[src/rtl/controlador_acesso_autenticacao_if.sv]
// -----------------------------------------------------------------------------
// controlador_acesso_autenticacao_if
//
// Purpose: bundles the access-panel signals between the authentication
// comparator/user side and the access controller.
//
// Signals:
//   code_valid  1              confirm pulse, aut valid in this cycle
//   aut         3              comparator result, bit2 = highest privilege
//   relock      1              request to end a grant early
//   grant       3              one-hot granted level, or 000
//   deny        1              one-cycle pulse on a rejected attempt
//   locked      1              high during lockout
//   alarm       1              high during lockout
//   busy        1              high whenever the controller is not idle
//   fail_count  clog2(MAX+1)   consecutive failure count
//   grant_count 8              saturating grant counter (only with GRANT_COUNTER_EN)
//
// Modports:
//   master - panel side: drives code_valid/aut/relock, observes status
//   slave  - controller side
//
// Optional feature macro: GRANT_COUNTER_EN (adds grant_count).
// -----------------------------------------------------------------------------
interface controlador_acesso_autenticacao_if #(
  parameter int unsigned MAX_FAILS = 3
);
  localparam int unsigned FailW = $clog2(MAX_FAILS + 1);

  logic             code_valid;
  logic [2:0]       aut;
  logic             relock;
  logic [2:0]       grant;
  logic             deny;
  logic             locked;
  logic             alarm;
  logic             busy;
  logic [FailW-1:0] fail_count;
`ifdef GRANT_COUNTER_EN
  logic [7:0]       grant_count;
`endif

  modport master (
    output code_valid,
    output aut,
    output relock,
    input  grant,
    input  deny,
    input  locked,
    input  alarm,
    input  busy,
    input  fail_count
`ifdef GRANT_COUNTER_EN
    , input grant_count
`endif
  );

  modport slave (
    input  code_valid,
    input  aut,
    input  relock,
    output grant,
    output deny,
    output locked,
    output alarm,
    output busy,
    output fail_count
`ifdef GRANT_COUNTER_EN
    , output grant_count
`endif
  );

endinterface

[src/rtl/controlador_acesso_autenticacao.sv]
// -----------------------------------------------------------------------------
// controlador_acesso_autenticacao
//
// Purpose: sequential access controller sitting behind the combinational
// authentication comparator. On a confirm it samples the 3-bit comparator
// result, resolves it to a single one-hot access level (highest bit wins),
// holds the grant for a timed window, counts consecutive failures and enforces
// a timed lockout with alarm once the failure streak reaches MAX_FAILS.
//
// Parameters:
//   UNLOCK_CYCLES  cycles a grant is held (>=1)
//   LOCK_CYCLES    cycles the lockout lasts (>=1)
//   MAX_FAILS      consecutive failures that trigger lockout (>=1)
//
// Ports:
//   clk     input  system clock, rising edge
//   rst_n   input  asynchronous active-low reset
//   io_bus  slave modport of controlador_acesso_autenticacao_if
//           (code_valid, aut, relock in; grant, deny, locked, alarm, busy,
//           fail_count out)
//
// Optional feature macro: GRANT_COUNTER_EN
//   defined   - io_bus.grant_count counts EVAL->GRANTED transitions,
//               saturating at 255
//   undefined - counter and port are absent
//
// All outputs are registered Moore outputs derived from the next state, so
// they change on the same edge the state does.
// -----------------------------------------------------------------------------
module controlador_acesso_autenticacao #(
  parameter int unsigned UNLOCK_CYCLES = 50,
  parameter int unsigned LOCK_CYCLES   = 200,
  parameter int unsigned MAX_FAILS     = 3
) (
  input logic                              clk,
  input logic                              rst_n,
  controlador_acesso_autenticacao_if.slave io_bus
);

  localparam int unsigned MaxCycles = (UNLOCK_CYCLES > LOCK_CYCLES) ? UNLOCK_CYCLES : LOCK_CYCLES;
  // clog2(1) is 0; keep at least one timer bit so the vector stays legal.
  localparam int unsigned TmrW      = (MaxCycles > 1) ? $clog2(MaxCycles) : 1;
  localparam int unsigned FailW     = $clog2(MAX_FAILS + 1);

  localparam logic [TmrW-1:0]  UnlockLoad = TmrW'(UNLOCK_CYCLES - 1);
  localparam logic [TmrW-1:0]  LockLoad   = TmrW'(LOCK_CYCLES - 1);
  localparam logic [FailW-1:0] MaxFailsV  = FailW'(MAX_FAILS);

  typedef enum logic [2:0] {
    StIdle    = 3'd0,
    StEval    = 3'd1,
    StGranted = 3'd2,
    StDenied  = 3'd3,
    StLockout = 3'd4
  } state_e;

  // State and datapath registers
  state_e           r_state;
  logic [2:0]       r_aut;
  logic [2:0]       r_level;
  logic [TmrW-1:0]  r_timer;
  logic [FailW-1:0] r_fail_cnt;

  // Registered outputs
  logic [2:0]       r_grant;
  logic             r_deny;
  logic             r_locked;
  logic             r_alarm;
  logic             r_busy;

  // Next-state values
  state_e           w_state_nxt;
  logic [2:0]       w_aut_nxt;
  logic [2:0]       w_level_nxt;
  logic [TmrW-1:0]  w_timer_nxt;
  logic [FailW-1:0] w_fail_nxt;
  logic             w_grant_evt;
  logic [2:0]       w_level_enc;
  logic             w_fail_room;

  // Highest set bit wins: 011 -> 010, 111 -> 100.
  always_comb begin
    w_level_enc = 3'b000;
    if (r_aut[2]) begin
      w_level_enc = 3'b100;
    end else if (r_aut[1]) begin
      w_level_enc = 3'b010;
    end else if (r_aut[0]) begin
      w_level_enc = 3'b001;
    end
  end

  // True while one more failure still stays below the lockout threshold.
  assign w_fail_room = (32'(r_fail_cnt) + 32'd1) < MAX_FAILS;

  // Next-state logic
  always_comb begin
    w_state_nxt = r_state;
    w_aut_nxt   = r_aut;
    w_level_nxt = r_level;
    w_timer_nxt = r_timer;
    w_fail_nxt  = r_fail_cnt;
    w_grant_evt = 1'b0;

    unique case (r_state)
      StIdle: begin
        if (io_bus.code_valid) begin
          w_aut_nxt   = io_bus.aut;
          w_state_nxt = StEval;
        end
      end

      StEval: begin
        if (r_aut != 3'b000) begin
          w_level_nxt = w_level_enc;
          w_timer_nxt = UnlockLoad;
          w_fail_nxt  = '0;
          w_grant_evt = 1'b1;
          w_state_nxt = StGranted;
        end else if (w_fail_room) begin
          w_fail_nxt  = r_fail_cnt + FailW'(1);
          w_state_nxt = StDenied;
        end else begin
          w_fail_nxt  = MaxFailsV;
          w_timer_nxt = LockLoad;
          w_state_nxt = StLockout;
        end
      end

      StGranted: begin
        if ((r_timer == '0) || io_bus.relock) begin
          w_timer_nxt = '0;
          w_level_nxt = 3'b000;
          w_state_nxt = StIdle;
        end else begin
          w_timer_nxt = r_timer - TmrW'(1);
        end
      end

      StDenied: begin
        w_state_nxt = StIdle;
      end

      // relock is deliberately not looked at here.
      StLockout: begin
        if (r_timer == '0) begin
          w_fail_nxt  = '0;
          w_state_nxt = StIdle;
        end else begin
          w_timer_nxt = r_timer - TmrW'(1);
        end
      end

      default: begin
        w_state_nxt = StIdle;
        w_aut_nxt   = 3'b000;
        w_level_nxt = 3'b000;
        w_timer_nxt = '0;
        w_fail_nxt  = '0;
      end
    endcase
  end

  // State, datapath and registered Moore outputs
  always_ff @(posedge clk or negedge rst_n) begin
    if (!rst_n) begin
      r_state    <= StIdle;
      r_aut      <= 3'b000;
      r_level    <= 3'b000;
      r_timer    <= '0;
      r_fail_cnt <= '0;
      r_grant    <= 3'b000;
      r_deny     <= 1'b0;
      r_locked   <= 1'b0;
      r_alarm    <= 1'b0;
      r_busy     <= 1'b0;
    end else begin
      r_state    <= w_state_nxt;
      r_aut      <= w_aut_nxt;
      r_level    <= w_level_nxt;
      r_timer    <= w_timer_nxt;
      r_fail_cnt <= w_fail_nxt;
      r_grant    <= (w_state_nxt == StGranted) ? w_level_nxt : 3'b000;
      r_deny     <= (w_state_nxt == StDenied);
      r_locked   <= (w_state_nxt == StLockout);
      r_alarm    <= (w_state_nxt == StLockout);
      r_busy     <= (w_state_nxt != StIdle);
    end
  end

  assign io_bus.grant      = r_grant;
  assign io_bus.deny       = r_deny;
  assign io_bus.locked     = r_locked;
  assign io_bus.alarm      = r_alarm;
  assign io_bus.busy       = r_busy;
  assign io_bus.fail_count = r_fail_cnt;

`ifdef GRANT_COUNTER_EN
  logic [7:0] r_grant_cnt;

  always_ff @(posedge clk or negedge rst_n) begin
    if (!rst_n) begin
      r_grant_cnt <= 8'd0;
    end else if (w_grant_evt && (r_grant_cnt != 8'hFF)) begin
      r_grant_cnt <= r_grant_cnt + 8'd1;
    end
  end

  assign io_bus.grant_count = r_grant_cnt;
`else
  // Grant events only feed the optional counter.
  logic w_unused_grant_evt;
  assign w_unused_grant_evt = w_grant_evt;
`endif

endmodule

[src/flat_wrapper.sv]
// flat-port wrapper written by rule: the top's interface ports become plain ports
module controlador_acesso_autenticacao_flat 
#(
  parameter int unsigned UNLOCK_CYCLES = 50,
  parameter int unsigned LOCK_CYCLES   = 200,
  parameter int unsigned MAX_FAILS     = 3
)
  (clk, rst_n, io_bus_code_valid, io_bus_aut, io_bus_relock, io_bus_grant, io_bus_deny, io_bus_locked, io_bus_alarm, io_bus_busy, io_bus_fail_count);
  controlador_acesso_autenticacao_if #(.MAX_FAILS(MAX_FAILS)) io_bus_i ();
  input logic clk;
  input logic rst_n;
  input wire logic [$bits(io_bus_i.code_valid)-1:0] io_bus_code_valid;
  input wire logic [$bits(io_bus_i.aut)-1:0] io_bus_aut;
  input wire logic [$bits(io_bus_i.relock)-1:0] io_bus_relock;
  output wire logic [$bits(io_bus_i.grant)-1:0] io_bus_grant;
  output wire logic [$bits(io_bus_i.deny)-1:0] io_bus_deny;
  output wire logic [$bits(io_bus_i.locked)-1:0] io_bus_locked;
  output wire logic [$bits(io_bus_i.alarm)-1:0] io_bus_alarm;
  output wire logic [$bits(io_bus_i.busy)-1:0] io_bus_busy;
  output wire logic [$bits(io_bus_i.fail_count)-1:0] io_bus_fail_count;
  assign io_bus_i.code_valid = io_bus_code_valid;
  assign io_bus_i.aut = io_bus_aut;
  assign io_bus_i.relock = io_bus_relock;
  assign io_bus_grant = io_bus_i.grant;
  assign io_bus_deny = io_bus_i.deny;
  assign io_bus_locked = io_bus_i.locked;
  assign io_bus_alarm = io_bus_i.alarm;
  assign io_bus_busy = io_bus_i.busy;
  assign io_bus_fail_count = io_bus_i.fail_count;
  controlador_acesso_autenticacao #(.UNLOCK_CYCLES(UNLOCK_CYCLES), .LOCK_CYCLES(LOCK_CYCLES), .MAX_FAILS(MAX_FAILS)) u_core (.clk(clk), .rst_n(rst_n), .io_bus(io_bus_i));
endmodule
[config.mk]
export PLATFORM = sky130hd
export DESIGN_NAME = controlador_acesso_autenticacao_flat
export DESIGN_NICKNAME = d
export VERILOG_FILES = /design/src/rtl/controlador_acesso_autenticacao_if.sv /design/src/rtl/controlador_acesso_autenticacao.sv /design/src/flat_wrapper.sv
export SDC_FILE = /design/constraint.sdc
export NUM_CORES = 1
export LEC_CHECK = 0
export BUFFER_PORTS_ARGS = -buffer_cell sky130_fd_sc_hd__buf_4
export CAP_MARGIN = 20
export CORE_MARGIN = 5
export CORE_UTILIZATION = 45
export CTS_CLUSTER_DIAMETER = 30
export CTS_CLUSTER_SIZE = 12
export DETAILED_ROUTE_END_ITERATION = 12
export GPL_TIMING_DRIVEN = 0
export PLACE_DENSITY = 0.72
export SYNTH_ARGS = -nofsm -noshare
export SYNTH_HDL_FRONTEND = slang
export SYNTH_SLANG_ARGS = --single-unit
[constraint.sdc]
create_clock -name clk -period 4.5 [get_ports clk]
set_input_delay 0.675 -clock clk [delete_from_list [all_inputs] [get_ports clk]]
set_output_delay 0.675 -clock clk [all_outputs]
set_load 0.01 [all_outputs]
==> results of run 1 <==
[through the flow]
stage / power [W] / area, um2 / cells
2_1_floorplan: 0.0008699 / 1395 / 149
5_1_grt: 0.001239 / 1579 / 201
3_3_place_gp: 0.001013 / 1549 / 197
4_1_cts: 0.001145 / 1579 / 201
6_report: 0.001144 / 1579 / 201
3_5_place_dp: 0.001037 / 1549 / 197
[state kept, by name, indices dropped and copies added (netlist names)]
name,count
u_core.r_timer,8
u_core.io_bus.grant,3
u_core.r_aut,3
u_core.r_level,3
u_core.r_state,3
u_core.io_bus.fail_count,2
u_core.io_bus.busy,1
u_core.io_bus.deny,1
u_core.io_bus.locked,1
[kinds of logic (layout without fill, tap and decap cells)]
kind of cell,Yosys count,after routing
AND/OR/NAND/NOR,54,54
flip-flops,25,25
buffers and inverters,16,35
multiplexers,1,1
adder cells (fa/ha/maj),2,2
AO/OA/AOI/OAI,51,51
[power by group]
group          leakage [nW]  internal [W]  switching [W]
logic                 0.360      0.000259       0.000379
registers             0.329      0.000308      0.0000944
clock network        0.0139     0.0000340      0.0000705
total                 0.703      0.000601       0.000544
[cells in the final DEF, fill, tap and decap left out, types with 2 or more instances in the layout]
master	netlist	layout
a22o_1	2	2
o21ai_0	9	9
nor3_1	5	5
a21oi_2	3	3
nand2b_1	4	4
o22ai_1	5	5
o2bb2ai_1	3	3
a22oi_1	3	3
buf_4	2	17
and2_1	4	4
a21oi_1	11	11
nor2b_1	4	4
nand2_1	14	14
a31oi_1	2	2
or3_1	2	2
nor2_1	11	11
clkbuf_4	0	3
o211ai_1	3	3
ha_1	2	2
nor4_1	2	2
inv_1	11	11
dfrtp_1	25	25
[cell usage after synthesis (2+ instances only)]
master     instances
a21oi_1           11
a21oi_2            3
a22o_1             2
a22oi_1            3
a31oi_1            2
and2_1             4
buf_4              2
dfrtp_1           25
ha_1               2
inv_1             11
nand2_1           14
nand2b_1           4
nor2_1            11
nor2b_1            4
nor3_1             5
nor4_1             2
o211ai_1           3
o21ai_0            9
o22ai_1            5
o2bb2ai_1          3
or3_1              2
[worst max path at each step]
stage / to / slack [ns] / cells after the start
after floorplan: u_core.r_timer[3] / 2.62 / 5
after global placement: u_core.r_timer[3] / 2.41 / 6
after detailed placement: u_core.r_timer[4] / 2.38 / 6
after CTS: u_core.r_timer[7] / 2.48 / 7
after global routing: u_core.r_timer[6] / 2.35 / 7
final: u_core.r_timer[4] / 2.47 / 7
[worst reg2reg max path, cell delays in order (launching register included)]
cell and delay, ns:
dfrtp_1 0.43, inv_1 0.10, ha_1 0.15, nor3b_2 0.46, nand2_4 0.16, a21oi_2 0.27, nor4_1 0.08, a211o_1 0.28
[final cells by class]
class	count	area (um2)
tap	33	41.29
buffer	4	23.77
clock buffer	3	22.52
clock inverter	1	7.507
sequential	25	625.6
multi-input combinational	108	700.7
inverter	12	45.04
fill	282	1424
timing repair buffer	15	112.6
[routing by layer]
layer  GRT usage, %  vias to the layer above  share of wire, %
met1          21.34                      587                45
met5              0                        -                 0
met4          5.440                        0               1.7
met3          2.222                        7               6.0
met2          23.65                       49                47
li1               -                      577                 -
==> metrics.yaml, run 1 <==
outcome:
  status: "finished clean"
floorplanning:
  coreArea_um2: 3003
  die_area_um2: 4314
  rows: 20
  dieHeight_um: 65.68
  io-pin-count: 16
  initial_core_util_pct: 46.46
  die_w_um: 65.68
yosys:
  synth_area_per_cell_um2: 9.363
  syn_inst: 149
  yosysWarnings: 0
  ys_ff_latch: 25
  netlist.area_leader.share_pct: 44.84
  synth_ff_type: "dfrtp_1"
  synth-xor-area-share_pct: 0
  synthAdderAreaFrac_pct: 1.794
  syn-num-nets: 158
  yosys.area_share.simple_pct: 21.61
  synth_area_leaders: "dfrtp_1 (45%), a21oi_1 (3.9%), nand2_1 (3.8%)"
  synth_enable_flop_cells: 0
  synth_top_family_by_area: "compound AO/OA/AOI/OAI gates"
  netlist_area_um2: 1395
  synth_compound_area_share_pct: 26.10
  seq_area_frac_synth_pct: 44.84
  muxShareOfSynthArea_pct: 0.7175
  synth_cell_types: 43
  synth_area_leader_cell: "dfrtp_1"
  synth_async_sr_flop_share_pct: 100.0
worst_setup_path:
  path_max_fanout: 6
  cpPeakStageDelay_ns: 0.46
  path_cells: "inv_1 > ha_1 > nor3b_2 > nand2_4 > a21oi_2 > nor4_1 > a211o_1"
  critPathKind: "flop to flop"
  crit-reg2reg-launch: "u_core.r_timer[0]"
  required_ns: 4.72
  critPathTopFamily: "simple AND/OR/NAND/NOR gates"
  worst_ep_arrival_time_ns: 2.25
  critPathBufInv: 1
  start_kind: "flop"
  reg2reg_slack_ns: 2.47
  r2r_cells: 7
  critPathLaunch: "u_core.r_timer[0]"
  reg2reg_to: "u_core.r_timer[4]"
  cp-end-kind: "flop"
  crit_path_top_delay_cell: "nor3b_2"
finish:
  num_antenna_cells: 0
  final_nets: 178
  drive_gt1_share_pct: 20.24
  fin_util_pct: 52.58
  area_delta_synth_final_pct: 13.18
placed_design:
  gp_congestion: 0.8884
  port_buffers: 15
  dp_slack_ns: 2.381
  dp_hpwl_um: 2241
hold_path:
  min_path_type: "input pin to asynchronous set/reset pin"
clocking:
  clk_latency_ns: 0.32
  cts_resized: 0
  tritoncts: "yes"
  cts_buffers: 3
  clock_sinks: 25
  cts-hold-fix-buffers: 0
  cts.htree.levels: 1
  cts_setup_buffers: 0
  cts_root_buf: "clkbuf_4"
  cts.clk_slew.worst_paths_ns: 0.14
  clockBufferDepth: 2
sta:
  hold_viol: 0
  fin_setup_tns_ns: 0
  max_freq_mhz: 491.8
  period_minus_slack_ns: 2.033
  post-route-period-util_pct: 45.18
  drv_slew: 0
  rsz0062_at_grt: "no"
  hold_slack_ns: 0.2226
  setup-violations-final: 0
  relSlewSlack_pct: 62.59
  worstMarginPinSlew_ns: 0.5569
  fin_ws_ns: 2.467
  fin_skew_ns: 0.003712
routing:
  wl_um: 3038
  avgViaCountPerCell: 6.070
  drt_iter0_drc: 63
  wire_per_inst_um: 15.11
  antenna_left: 0
  firstDrtPassIters: 6
  drc: 0
  via_count: 1220
global_routing:
  grt-ovfl-total: 0
  grt_max_degree: 26
  antenna_found_initial: 0
  track_usage_pct: 15.20
  grt_pass1_vias: 1166
  grt_pass1_wl_um: 5195
power_and_ir_drop:
  cellPowerDensity_nw_per_um2: 724.8
  peakVddDrop_mv: 0.2374
  cellLeakagePower_nw: 0.7031
run:
  cap_violations: 0
Note: power is estimated with default switching activity, not from simulation.
==> run 2: changes to the inputs <==
ABC_AREA = 1   (was default)
PLACE_DENSITY = 0.75   (was 0.72)
clock period = 1.7 ns   (was 4.5 ns; I/O delays follow)
==> metrics.yaml, run 2 <==
sta:
  rsz0062_at_grt: "no"
  post-route-period-util_pct: 89.79
  max_freq_mhz: 655.1
  hold_viol: 0
  fin_setup_tns_ns: 0
  setup-violations-final: 0
  relSlewSlack_pct: 79.36
  period_minus_slack_ns: 1.526
  fin_skew_ns: 0.003209
  hold_slack_ns: 0.1240
  drv_slew: 0
  worstMarginPinSlew_ns: 0.3096
global_routing:
  antenna_found_initial: 0
  use_met1_pct: 16.70
  grt_pass1_wl_um: 4843
  grt-ovfl-total: 0
  grt_pass1_vias: 1147
  top_usage_layer: "met2"
  track_usage_pct: 14.28
  grt_util_met2_pct: 25.66
  grt_max_degree: 26
  gr-usage-met3_pct: 2.551
finish:
  mostFrequentLayoutCells: "nand2_1 (55), dfrtp_1 (25), inv_1 (21)"
  finalNonFillerCells: 245
  final_nets: 211
  post-route-cell-area_um2: 1615
  drive_gt1_share_pct: 23.38
  area_delta_synth_final_pct: 15.27
  mostFrequentLayoutCell: "nand2_1"
  max_flop_register: "u_core.r_timer"
  num_antenna_cells: 0
  largest_reg_flops: 8
hold_path:
  hold_path.startpoint: "io_bus_aut[2]"
  min_path_type: "input pin to flop"
  min_path_cells: 3
  whs_endpoint: "u_core.r_aut[2]"
clocking:
  tritoncts: "yes"
  cts_buffers: 3
  cts_root_buf: "clkbuf_4"
  clockBufferDepth: 2
  cts.htree.levels: 1
  clock_sinks: 25
  cts.clk_slew.worst_paths_ns: 0.14
  cts_setup_buffers: 0
  clk_latency_ns: 0.32
routing:
  wire_per_inst_um: 11.15
  antenna_left: 0
  drc: 0
  drt_iter0_drc: 48
  firstDrtPassIters: 4
  avgViaCountPerCell: 4.886
  via_count: 1197
  wl_um: 2732
floorplanning:
  die_area_um2: 4330
  io-pin-count: 16
  rows: 20
  dieHeight_um: 65.81
  initial_core_util_pct: 46.28
  die_w_um: 65.81
  coreArea_um2: 3028
yosys:
  yosysWarnings: 0
  netlist_area_um2: 1401
  synth.top_cells.by_count: "nand2_1 (55), dfrtp_1 (25), inv_1 (23)"
  synth_most_common_cell: "nand2_1"
  synth_area_leader_cell: "dfrtp_1"
  synth_ff_type: "dfrtp_1"
  netlist.area_leader.share_pct: 44.64
  synth_cell_types: 25
  syn_inst: 181
  seq_area_frac_synth_pct: 44.64
  synth_area_leaders: "dfrtp_1 (45%), nand2_1 (15%), inv_1 (6.2%)"
  syn-num-nets: 190
  synth_async_sr_flop_share_pct: 100.0
  synth_enable_flop_cells: 0
  ys_ff_latch: 25
  synth_area_per_cell_um2: 7.742
placed_design:
  placed_area_um2: 1569
  dp_hpwl_um: 2115
  dp_cells: 240
  port_buffers: 15
  gp_congestion: 0.8397
power_and_ir_drop:
  peakVddDrop_mv: 0.8409
  cellLeakagePower_nw: 0.9025
  cellPowerDensity_nw_per_um2: 1746
worst_setup_path:
  reg2reg_slack_ns: 0.17
  reg2reg_to: "u_core.r_timer[0]"
  path_cells: "inv_2 > ha_1 > nand3_1 > nor2_2 > nand2_2 > nand3b_4 > inv_4 > nand2_1 > o21ai_2"
  critPathLaunch: "u_core.r_timer[0]"
  critPathKind: "flop to flop"
  worst_ep_arrival_time_ns: 1.76
  r2r_cells: 9
  crit_path_top_delay_cell: "dfrtp_1"
  cp-end-kind: "flop"
  start_kind: "flop"
  cpPeakStageDelay_ns: 0.40
  required_ns: 1.93
  crit-reg2reg-launch: "u_core.r_timer[0]"
  path_max_fanout: 8
run:
  cap_violations: 0
outcome:
  status: "finished clean"
## run 2: cell types whose count changed in the layout (fill, tap and decap cells not counted), moves of 4 or more
cell and change:
a21oi_1 -8, and2_1 -4, inv_1 +10, inv_2 +6, nand2_1 +41, nand2b_1 -4
nand3_1 +11, nor2b_1 -4, nor3_1 -5, o22ai_1 -4
## run 2: cell type report
type	count	area, um2
plain buffers	1	7.507
clock buffers	3	22.52
clock inverters	1	7.507
fillers	291	1413
inverters	30	116.4
multi-input cells	125	658.1
flip-flops and latches	25	625.6
well taps	44	55.05
repair buffers	16	122.6
## run 2: repair_timing
item                                   4_1_cts  5_1_grt
resized for setup                            1        3
setup endpoints to repair                    1       13
hold buffers                                 1        0
endpoints found under the hold margin       25        0
## run 2: worst max path at each step
| stage | end | slack, ns | cells past startpoint |
|---|---|---|---|
| finish | u_core.r_timer[0] | 0.17 | 9 |
| global route | u_core.r_timer[4] | 0.02 | 9 |
| CTS | u_core.r_timer[0] | 0.03 | 9 |
| detailed placement | u_core.io_bus.busy | -0.04 | 7 |
| global placement | u_core.io_bus.busy | -0.002 | 7 |
| floorplan | u_core.r_timer[0] | 0.28 | 9 |
## run 2: metal layers
| metal | routed length [um] | vias to the layer above | part of all wire, % |
|---|---|---|---|
| met5 | 0 | - | 0 |
| met4 | 36 | 0 | 1.3 |
| met3 | 77 | 4 | 2.8 |
| met2 | 1370 | 13 | 50 |
| met1 | 1247 | 569 | 46 |
| li1 | - | 611 | - |
## run 2: cells by family after synthesis
kind of cell / count (synthesis) / share of synthesized area (%)
AND/OR/NAND/NOR: 98 / 34.55
adder cells (fa/ha/maj): 2 / 1.785
AO/OA/AOI/OAI: 24 / 9.554
XOR/XNOR: 1 / 0.6251
flip-flops: 25 / 44.64
buffers and inverters: 31 / 8.839
## run 2: worst max-delay path: cells and delay by family (launching register included)
family          cells  cell delay [ns]
simple gates        5             0.63
buf+inv             2             0.18
fa+ha+maj           1             0.18
flops               1             0.40
compound gates      1             0.05
## run 2: power by group
group	switching [W]	internal, W	total [W]
logic	0.00105	0.000552	0.00161
registers	0.000147	0.000791	0.000938
clock network	0.000185	0.0000901	0.000275
total	0.00139	0.00143	0.00282
## run 2: per-stage QoR
stage | utilization, % | power (W) | worst slack, ns
detailed placement | 51.82 | 0.002527 | -0.03948
CTS | 53.26 | 0.002816 | 0.03309
finish | 53.35 | 0.002820 | 0.1736
global route | 53.35 | 0.003107 | 0.02127
floorplan | - | 0.002137 | 0.2839
global placement | 51.82 | 0.002486 | -0.002402
==> run 3: changes to the inputs <==
MAX_ROUTING_LAYER = met4   (was default)
==> metrics.yaml, run 3 (synthesis gave the netlist of run 2 again) <==
sta:
  post-route-period-util_pct: 89.79
  max_freq_mhz: 655.1
  hold_viol: 0
  drv_slew: 0
  setup-violations-final: 0
  fin_skew_ns: 0.003309
  rsz0062_at_grt: "no"
  period_minus_slack_ns: 1.526
  worstMarginPinSlew_ns: 0.3096
  relSlewSlack_pct: 79.36
floorplanning:
  die_w_um: 65.81
  dieHeight_um: 65.81
  rows: 20
  io-pin-count: 16
  die_area_um2: 4330
  coreArea_um2: 3028
  initial_core_util_pct: 46.28
global_routing:
  antenna_found_initial: 0
  grt_pass1_vias: 1149
  grt_pass1_wl_um: 4843
  track_usage_pct: 14.66
  grt_max_degree: 26
  grt-ovfl-total: 0
clocking:
  tritoncts: "yes"
  clock_sinks: 25
  cts_setup_buffers: 0
  cts.clk_slew.worst_paths_ns: 0.14
  clk_latency_ns: 0.32
  cts_buffers: 3
  clockBufferDepth: 2
  cts_root_buf: "clkbuf_4"
  cts.htree.levels: 1
routing:
  firstDrtPassIters: 4
  antenna_left: 0
  wl_met3_um: 77
  wl_met2_um: 1375
  avgViaCountPerCell: 4.894
  via_count: 1199
  drc: 0
  topRoutingLayerUsed: "met4"
  wl_met1_um: 1248
  wire_per_inst_um: 11.17
  wl_um: 2737
  drt_iter0_drc: 54
finish:
  num_antenna_cells: 0
  mostFrequentLayoutCell: "nand2_1"
  max_flop_register: "u_core.r_timer"
  finalNonFillerCells: 245
  regArea_um2: 625.6
  multi_input_area_um2: 658.1
  largest_reg_flops: 8
  final_nets: 211
  post-route-cell-area_um2: 1615
  drive_gt1_share_pct: 23.38
  mostFrequentLayoutCells: "nand2_1 (55), dfrtp_1 (25), inv_1 (21)"
  final.fill_count: 291
  area_delta_synth_final_pct: 15.27
outcome:
  status: "finished clean"
worst_setup_path:
  start_kind: "flop"
  critPathKind: "flop to flop"
  worst_ep_arrival_time_ns: 1.76
  path_max_fanout: 8
  required_ns: 1.93
  cp-end-kind: "flop"
hold_path:
  min_path_type: "input pin to flop"
power_and_ir_drop:
  swShare_pct: 49.18
  internal_power_w: 0.001433
  peakVddDrop_mv: 0.8408
  pwr-share-seq_pct: 33.3
  cellLeakagePower_nw: 0.9025
  p_sw_w: 0.001387
  clkPwrFrac_pct: 9.7
  pwr-share-comb_pct: 57.0
  cellPowerDensity_nw_per_um2: 1746
placed_design:
  dp_cells: 240
  dp_hpwl_um: 2115
  port_buffers: 15
  placed_area_um2: 1569
  gp_congestion: 0.8527
run:
  cap_violations: 0
[run 3: cell counts in the layout (fill, tap and decap cells not counted)]
Identical to the previous run, type by type.
[run 3: repair_timing]
item / 4_1_cts / 5_1_grt
resized for setup: 1 / 3
hold endpoints to repair: 25 / 0
hold buffers: 1 / 0
setup endpoints to repair: 1 / 13
[run 3: worst max-delay path: stages (launching register included)]
cell and delay [ns]:
dfrtp_1 0.40, inv_2 0.11, ha_1 0.18, nand3_1 0.10, nor2_2 0.20, nand2_2 0.09
nand3b_4 0.16, inv_4 0.07, nand2_1 0.08, o21ai_2 0.05
[run 3: per-stage QoR]
stage	total power [W]	TNS (ns)	setup WS [ns]	util (%)	hold WS, ns
2_1_floorplan	0.002137	0	0.2839	-	-0.04059
3_3_place_gp	0.002486	-0.002402	-0.002402	51.82	0.1754
3_5_place_dp	0.002527	-0.03948	-0.03948	51.82	0.1764
4_1_cts	0.002816	0	0.03309	53.26	0.1163
5_1_grt	0.003107	0	0.02127	53.35	0.09891
6_report	0.002820	0	0.1736	53.35	0.1235
[run 3: path summary, 6_finish.rpt]
path                                endpoint  slack, ns  depth (start not counted)         startpoint
setup / recovery           u_core.r_timer[0]       0.17                          9  u_core.r_timer[0]
hold / removal               u_core.r_aut[2]       0.12                          3      io_bus_aut[2]
setup reg to reg           u_core.r_timer[0]       0.17                          9  u_core.r_timer[0]
hold reg to reg            u_core.r_level[1]       0.52                          2  u_core.r_level[1]
max in group asynchronous  u_core.r_state[1]       1.12                          2              rst_n
min in group asynchronous  u_core.r_timer[2]       0.34                          2              rst_n
[run 3: layer usage]
metal,global-route usage [%],vias up
met2,25.66,13
met4,5.440,0
li1,-,613
met3,2.551,4
met1,16.70,569
met5,-,-
[run 3: layout make-up]
cell class                      instances  share of cell area [%]
Clock inverter                          1                  0.4648
Sequential cell                        25                   38.73
Multi-Input combinational cell        125                   40.74
Inverter                               30                   7.204
Buffer                                  1                  0.4648
Tap cell                               44                   3.408
Clock buffer                            3                   1.394
Timing Repair Buffer                   16                   7.591
[run 3: power groups by stage]
| stage | clock [W] | combinational (W) | sequential (W) |
|---|---|---|---|
| final | 0.000275 | 0.00161 | 0.000938 |
| after global routing | 0.000318 | 0.00183 | 0.000961 |
| after CTS | 0.000289 | 0.00159 | 0.000936 |
| after detailed placement | 0 | 0.00158 | 0.000946 |
| after global placement | 0 | 0.00154 | 0.000942 |
| after floorplan | 0 | 0.00119 | 0.000944 |
